$ cat config.mk
export PLATFORM = sky130hd
export DESIGN_NAME = instr_fetch_reg
export DESIGN_NICKNAME = d
export VERILOG_FILES = /design/src/rtl/instr_fetch_reg.sv
export SDC_FILE = /design/constraint.sdc
export NUM_CORES = 1
export LEC_CHECK = 0
export CAP_MARGIN = 40
export CORE_ASPECT_RATIO = 1.5
export CORE_UTILIZATION = 65
export DETAILED_ROUTE_END_ITERATION = 10
export DONT_BUFFER_PORTS = 1
export GPL_TIMING_DRIVEN = 1
export HOLD_SLACK_MARGIN = 0.1
export PLACE_DENSITY_LB_ADDON = 0.2
export SETUP_SLACK_MARGIN = 0.1
export SLEW_MARGIN = 30
export SYNTH_ARGS = -nofsm -noshare
export SYNTH_HDL_FRONTEND = slang
export SYNTH_SLANG_ARGS = --single-unit
$ cat constraint.sdc
create_clock -name clk -period 4.2 [get_ports clk]
set_input_delay 0.63 -clock clk [delete_from_list [all_inputs] [get_ports clk]]
set_output_delay 0.63 -clock clk [all_outputs]
set_load 0.05 [all_outputs]
$ cat src/rtl/instr_fetch_reg.sv
// Instruction fetch stage: issues one aligned word read per fetch_start, captures it
// into the instruction register, and decodes the MIPS-style fields from that register.
module instr_fetch_reg #(
    parameter int TIMEOUT = 15
) (
    input  logic        clk,
    input  logic        reset,
    input  logic        fetch_start,
    input  logic [31:0] pc_in,
    output logic [31:0] mem_addr,
    output logic        mem_rd,
    input  logic        mem_ready,
    input  logic [31:0] mem_rdata,
    output logic        busy,
    output logic        ir_valid,
    output logic        fault,
    output logic [5:0]  opcode,
    output logic [4:0]  rs,
    output logic [4:0]  rt,
    output logic [4:0]  rd,
    output logic [4:0]  shamt,
    output logic [5:0]  funct,
    output logic [15:0] imm16,
    output logic [25:0] jaddr,
    output logic        dbg_state
);

    // Memory handshake: mem_rd stays high for every READ cycle; the word is taken on
    // the first rising edge that samples mem_ready=1, and mem_rd drops on that edge.
    // mem_ready outside READ carries no meaning and is ignored.
    typedef enum logic {
        S_IDLE = 1'b0,
        S_READ = 1'b1
    } state_e;

    localparam logic [7:0] CNT_LAST = 8'(TIMEOUT - 1);

    state_e      state_q, state_d;
    logic [31:0] ir_q, ir_d;
    logic [31:0] addr_q, addr_d;
    logic [7:0]  cnt_q, cnt_d;
    logic        valid_q, valid_d;
    logic        fault_q, fault_d;

    always_ff @(posedge clk) begin
        if (reset) begin
            state_q <= S_IDLE;
            ir_q    <= '0;
            addr_q  <= '0;
            cnt_q   <= '0;
            valid_q <= 1'b0;
            fault_q <= 1'b0;
        end else begin
            state_q <= state_d;
            ir_q    <= ir_d;
            addr_q  <= addr_d;
            cnt_q   <= cnt_d;
            valid_q <= valid_d;
            fault_q <= fault_d;
        end
    end

    always_comb begin
        state_d = state_q;
        ir_d    = ir_q;
        addr_d  = addr_q;
        cnt_d   = cnt_q;
        valid_d = valid_q;
        fault_d = fault_q;
        case (state_q)
            S_IDLE: begin
                if (fetch_start) begin
                    valid_d = 1'b0;
                    if (pc_in[1:0] == 2'b00) begin
                        state_d = S_READ;
                        addr_d  = pc_in;
                        cnt_d   = '0;
                        fault_d = 1'b0;
                    end else begin
                        // Misaligned request is refused without touching memory.
                        fault_d = 1'b1;
                    end
                end
            end
            S_READ: begin
                // Data arriving on the timeout edge still counts as a good fetch.
                if (mem_ready) begin
                    ir_d    = mem_rdata;
                    valid_d = 1'b1;
                    state_d = S_IDLE;
                end else if (cnt_q == CNT_LAST) begin
                    fault_d = 1'b1;
                    state_d = S_IDLE;
                end else begin
                    cnt_d = cnt_q + 8'd1;
                end
            end
            default: state_d = S_IDLE;
        endcase
    end

    assign mem_addr  = addr_q;
    assign mem_rd    = (state_q == S_READ);
    assign busy      = (state_q == S_READ);
    assign ir_valid  = valid_q;
    assign fault     = fault_q;
    assign dbg_state = state_q;

    assign opcode = ir_q[31:26];
    assign rs     = ir_q[25:21];
    assign rt     = ir_q[20:16];
    assign rd     = ir_q[15:11];
    assign shamt  = ir_q[10:6];
    assign funct  = ir_q[5:0];
    assign imm16  = ir_q[15:0];
    assign jaddr  = ir_q[25:0];

endmodule

==> flow_summary.json, run 1 <==
{
  "pin_count": 179,
  "cpPeakStageDelay_ns": 0.66,
  "cts.repair.resized": 0,
  "cp_top_family": "flip-flops",
  "hold_start": "reset",
  "crit_buf_inv": 1,
  "h-tree-depth": 3,
  "gp_congestion": 0.7606,
  "antenna_cells": 0,
  "grt_pass1_vias": 2251,
  "muxShareOfSynthArea_pct": 0,
  "final_common_cell": "nand2_1",
  "syn-num-nets": 466,
  "holdPathStages": 1,
  "worstSetupEndpointType": "register",
  "synth_cell_type_count": 34,
  "max_freq_mhz": 461.9,
  "antenna_found_initial": 0,
  "area_delta_synth_final_pct": 4.172,
  "drc_errors": 0,
  "yosys.area_share.simple_pct": 21.69,
  "rsz0062_at_grt": "no",
  "synth_compound_area_share_pct": 15.42,
  "fin_worst_skew_ns": 0.009707,
  "path_cells": "buf_16, o21bai_1, a21bo_1, or4_1, a31oi_1",
  "layout_common_cells": "127 x nand2_1, 74 x dfxtp_1, 67 x a21oi_1, 17 x buf_4",
  "finalHoldViolCount": 0,
  "vdd_ir_drop_max_v": 0.0002833,
  "synth_xor_area_share_pct": 0,
  "grt_pass1_wl_um": 10030,
  "status": "completed",
  "fin_nets": 441,
  "yosysSeqAreaShare_pct": 47.68,
  "numClockSinks": 75,
  "cts.path.max_buffers": 2,
  "insertion_delay_ns": 0.34,
  "p_leak_nw": 1.127,
  "path_class": "reg2reg",
  "post_drt_wl_per_cell_um": 15.50,
  "cts_hold_buffers": 0,
  "maxSlewViolCount": 0,
  "min_period_ns": 2.165,
  "drt-initial-drc-count": 140,
  "ant_nets": 0,
  "overflow": 0,
  "cp_slowest_cell": "dfxtp_2",
  "worstHoldEndpoint": "ir_q[28]$_SDFFE_PP0P_",
  "dieHeight_um": 87.25,
  "reg2regPathDepth": 5,
  "routed_wl_um": 6789,
  "root_buffer": "clkbuf_8",
  "yosys_warnings": 0,
  "reg2reg_from": "busy$_SDFF_PP0_",
  "io_buffers": 0,
  "clkSlewWorstSetupHoldPaths_ns": 0.08,
  "via_per_inst": 5.726,
  "cp-start-kind": "register",
  "ff2ff_setup_slack_ns": 2.04,
  "cts_setup_buffers": 0,
  "cts_buffers": 9,
  "vias": 2508,
  "dieWidth_um": 58.84,
  "firstDrtPassIters": 5,
  "worstPathMaxFanout": 12,
  "setup_tns_ns": 0,
  "netlist_area_um2": 3149,
  "synthAdderAreaFrac_pct": 0.7946,
  "floorplan.initialDensity_pct": 68.77,
  "avgSynthCellArea_um2": 7.953,
  "p_per_area_nw_per_um2": 425.5,
  "postSynthCellCount": 396,
  "die_area_um2": 5133,
  "grt_usage_pct": 26.01,
  "fin_crit_sh_pct": 51.55,
  "rows": 30,
  "maxSlewHeadroom_pct": 58.22,
  "setup_viol": 0,
  "dpl.hpwl_um": 4785,
  "synth_top_family_by_area": "simple AND/OR/NAND/NOR gates",
  "core_area_um2": 4579,
  "maxCapViolCount": 0,
  "worst_slew_pin_slew_ns": 0.6247,
  "layout-drive-gt1-share_pct": 13.90,
  "final_util_pct": 71.64,
  "arrival_ns": 2.43,
  "cp_data_required_time_ns": 4.46,
  "r2r-end": "cnt_q[2]$_SDFFE_PP0P_",
  "grt_max_degree": 76,
  "min_path_type": "in2reg",
  "ys_ff_latch": 75,
  "cts_tree": "done"
}
how the worst max path moves through the flow:
stage | startpoint | to | slack, ns | depth (start not counted)
global route | busy$_SDFF_PP0_ | cnt_q[2]$_SDFFE_PP0P_ | 1.93 | 5
finish | busy$_SDFF_PP0_ | cnt_q[2]$_SDFFE_PP0P_ | 2.04 | 5
CTS | busy$_SDFF_PP0_ | cnt_q[2]$_SDFFE_PP0P_ | 2.03 | 5
floorplan | busy$_SDFF_PP0_ | cnt_q[2]$_SDFFE_PP0P_ | 2.36 | 4
global placement | busy$_SDFF_PP0_ | ir_q[16]$_SDFFE_PP0P_ | 1.77 | 3
detailed placement | busy$_SDFF_PP0_ | cnt_q[2]$_SDFFE_PP0P_ | 2.05 | 5
sequential cells by signal (all words and copies together) (netlist names):
register / count
ir_q: 32
mem_addr: 32
cnt_q: 8
busy: 1
fault: 1
ir_valid: 1
worst reg2reg max path, delay by kind of cell, from the launching register on:
kind,cells,cell delay [ns]
flops,1,0.66
compound gates,3,0.66
simple gates,1,0.52
buf+inv,1,0.25
synthesized netlist by cell type:
cell type | instances | area (µm²)
clkbuf_8 | 1 | 13.76
o21a_1 | 1 | 7.510
buf_4 | 44 | 330.3
a31oi_1 | 5 | 31.28
nor4b_2 | 1 | 15.01
or4_1 | 2 | 15.01
nor3b_1 | 2 | 15.01
a21boi_2 | 1 | 11.26
nand2b_4 | 1 | 13.76
dlymetal6s2s_1 | 1 | 12.51
ha_1 | 2 | 25.02
a211oi_1 | 1 | 7.510
nand3b_1 | 1 | 7.510
nor3_2 | 1 | 10.01
buf_6 | 1 | 11.26
o211ai_1 | 2 | 15.01
o21bai_1 | 1 | 7.510
nor2_1 | 3 | 11.26
nand2_1 | 128 | 480.5
clkbuf_1 | 19 | 71.32
and4b_4 | 1 | 13.76
or3_1 | 1 | 6.260
nor3_1 | 4 | 20.02
a21oi_1 | 67 | 335.3
inv_1 | 4 | 15.01
o21ai_1 | 8 | 40.04
o21ai_0 | 1 | 5.000
nand3_1 | 10 | 50.05
dfxtp_1 | 75 | 1501
o31ai_1 | 1 | 7.510
a21bo_1 | 1 | 10.01
nand4_1 | 1 | 6.260
a21boi_1 | 1 | 7.510
nor4_1 | 3 | 18.77
metal layers:
layer | global-route usage, % | share of wire (%)
met1 | 27.02 | 37
met4 | 14.07 | 2.7
met2 | 43.39 | 51
met3 | 11.14 | 9.3
met5 | 0 | 0
stage by stage:
stage / instances / setup WS (ns) / power (mW) / hold slack [ns] / cell area [µm²]
CTS: 438 / 2.028 / 1.407 / 0.3393 / 3281
detailed placement: 424 / 2.052 / 0.9006 / 0.4423 / 3100
global placement: 411 / 1.765 / 0.8898 / 0.4367 / 2928
global route: 438 / 1.933 / 1.449 / 0.3287 / 3281
floorplan: 396 / 2.360 / 0.8972 / 0.4732 / 3149
finish: 438 / 2.035 / 1.396 / 0.3518 / 3281
cells by family (layout without fill, tap and decap cells):
group | after synthesis | count (layout)
buf+inv | 70 | 48
simple gates | 159 | 159
flops | 75 | 75
fa+ha+maj | 2 | 2
compound gates | 90 | 90
area by class of cell:
type,count,area [µm²]
Multi-Input combinational cell,251,1205
Tap cell,64,80.08
Fill cell,390,1299
Clock buffer,9,123.9
Timing Repair Buffer,30,297.8
Sequential cell,75,1503
Inverter,4,15.01
Clock inverter,5,56.30
power by group:
part	internal (mW)	switching (mW)	leakage, nW
registers	0.727	0.0616	0.608
logic	0.0260	0.0692	0.429
clock network	0.266	0.245	0.0909
Power figures use the tool's default switching activity.
==> run 2: changes to the inputs <==
- CORE_UTILIZATION: 65 -> 62
- clock period: 4.2 -> 2.15 ns (I/O delays scaled with it)
==> run 2 against run 1 <==
  * Clock power is 110% higher
  * Sequential power grew 93%
  * Maximum frequency is 13% higher
  * Global-route usage up 3.1 points
  * Critical path type unchanged
  * Critical endpoint is now ir_q[25]$_SDFFE_PP0P_
  * Largest cell class unchanged
  * Highest routed layer unchanged
==> flow_summary.json, run 2 (same netlist as run 1, synthesis figures left out) <==
{
  "core_area_um2": 4848,
  "maxSlewHeadroom_pct": 61.92,
  "power_mw": 2.927,
  "use_met3_pct": 11.14,
  "insertion_delay_ns": 0.35,
  "cp_data_required_time_ns": 2.45,
  "clkSlewWorstSetupHoldPaths_ns": 0.08,
  "cp_slowest_cell": "dlygate4sd3_1",
  "cts_tree": "done",
  "met1_usage_pct": 27.60,
  "h-tree-depth": 3,
  "path_class": "reg2reg",
  "maxCapViolCount": 0,
  "layout-drive-gt1-share_pct": 13.69,
  "cts_buffers": 9,
  "die_area_um2": 5374,
  "root_buffer": "clkbuf_8",
  "arrival_ns": 2.21,
  "grt_pass1_wl_um": 11470,
  "drt-initial-drc-count": 201,
  "overflow": 0,
  "worst_slew_pin_slew_ns": 0.5705,
  "numClockSinks": 75,
  "via_per_inst": 5.523,
  "vdd_ir_drop_max_v": 0.0005838,
  "ant_nets": 0,
  "grt-busiest-layer": "met2",
  "max_freq_mhz": 523.3,
  "grt_pass1_vias": 2572,
  "dpl.hpwl_um": 4575,
  "firstDrtPassIters": 4,
  "maxSlewViolCount": 0,
  "fin_nets": 496,
  "grt_usage_pct": 29.07,
  "dieWidth_um": 60.19,
  "cp-start-kind": "register",
  "setup_tns_ns": 0,
  "setup_viol": 0,
  "final_common_cell": "nand2_1",
  "grtUsageMet2_pct": 51.15,
  "worstSetupEndpointType": "register",
  "p_per_area_nw_per_um2": 768.6,
  "rows": 31,
  "min_path_type": "in2reg",
  "rsz0062_at_grt": "no",
  "fin_crit_sh_pct": 88.88,
  "status": "completed",
  "cts.path.max_buffers": 2,
  "cpPeakStageDelay_ns": 0.55,
  "crit_buf_inv": 3,
  "io_buffers": 0,
  "finalHoldViolCount": 0,
  "antenna_found_initial": 0,
  "floorplan.initialDensity_pct": 64.95,
  "routed_wl_um": 7936,
  "post_drt_wl_per_cell_um": 15.97,
  "gp_congestion": 0.8035,
  "pin_count": 179,
  "area_delta_synth_final_pct": 20.94,
  "antenna_cells": 0,
  "worstPathMaxFanout": 32,
  "grt_max_degree": 76,
  "final_area_um2": 3809,
  "vias": 2745,
  "placed_area_um2": 3070,
  "path_cells": "inv_1, nor2_2, buf_4, nand2_1, a21oi_1, dlygate4sd3_1",
  "drc_errors": 0,
  "min_period_ns": 1.911,
  "p_leak_nw": 1.364,
  "layout_common_cells": "128 x nand2_1, 73 x dfxtp_1, 67 x a21oi_1, 50 x dlygate4sd3_1, 33 x buf_4",
  "dieHeight_um": 89.29,
  "cp_top_family": "buffers and inverters",
  "nFillCells": 311,
  "fin_worst_skew_ns": 0.008929
}
==> run 2: layout make-up <==
cell class	count	area (µm²)	share of cell area (%)
flip-flops and latches	75	1506	39.55
multi-input cells	251	1202	31.57
repair buffers	85	795.8	20.89
clock buffers	9	123.9	3.252
clock inverters	7	82.58	2.168
well taps	66	82.58	2.168
inverters	4	15.01	0.3942
==> run 2: final timing paths <==
check                          end             startpoint  cells after the start  slack [ns]
max          ir_q[25]$_SDFFE_PP0P_        busy$_SDFF_PP0_                      6        0.24
min           ir_q[2]$_SDFFE_PP0P_           mem_rdata[2]                      2        0.11
max reg2reg  ir_q[25]$_SDFFE_PP0P_        busy$_SDFF_PP0_                      6        0.24
min reg2reg  ir_q[10]$_SDFFE_PP0P_  ir_q[10]$_SDFFE_PP0P_                      2        0.46
==> run 2: layer usage <==
layer	part of all wire, %	wire, µm
met1	34	2730
met2	54	4252
met3	8.9	710
met4	3.0	242
met5	0	0
==> run 2: what timing repair did <==
item	4_1_cts	5_1_grt
hold buffers	51	0
gates resized for setup	0	2
buffers inserted	0	0
hold endpoints to repair	75	0
endpoints found under the setup margin	0	2
==> run 2: power breakdown <==
| group | internal, mW | leakage [nW] | switching (mW) | total [mW] |
|---|---|---|---|---|
| clock network | 0.555 | 0.0988 | 0.548 | 1.10 |
| registers | 1.42 | 0.608 | 0.101 | 1.52 |
| logic | 0.112 | 0.657 | 0.192 | 0.304 |
==> run 2: per-stage QoR <==
stage	std cells	hold slack, ns	setup WS, ns	util (%)
after floorplan	396	0.4585	0.3099	-
after global placement	430	0.3961	0.3369	63.33
after detailed placement	430	0.3973	0.2400	63.33
after CTS	497	0.1019	0.1651	78.48
after global routing	497	0.1055	0.1137	78.55
final	497	0.1131	0.2392	78.55
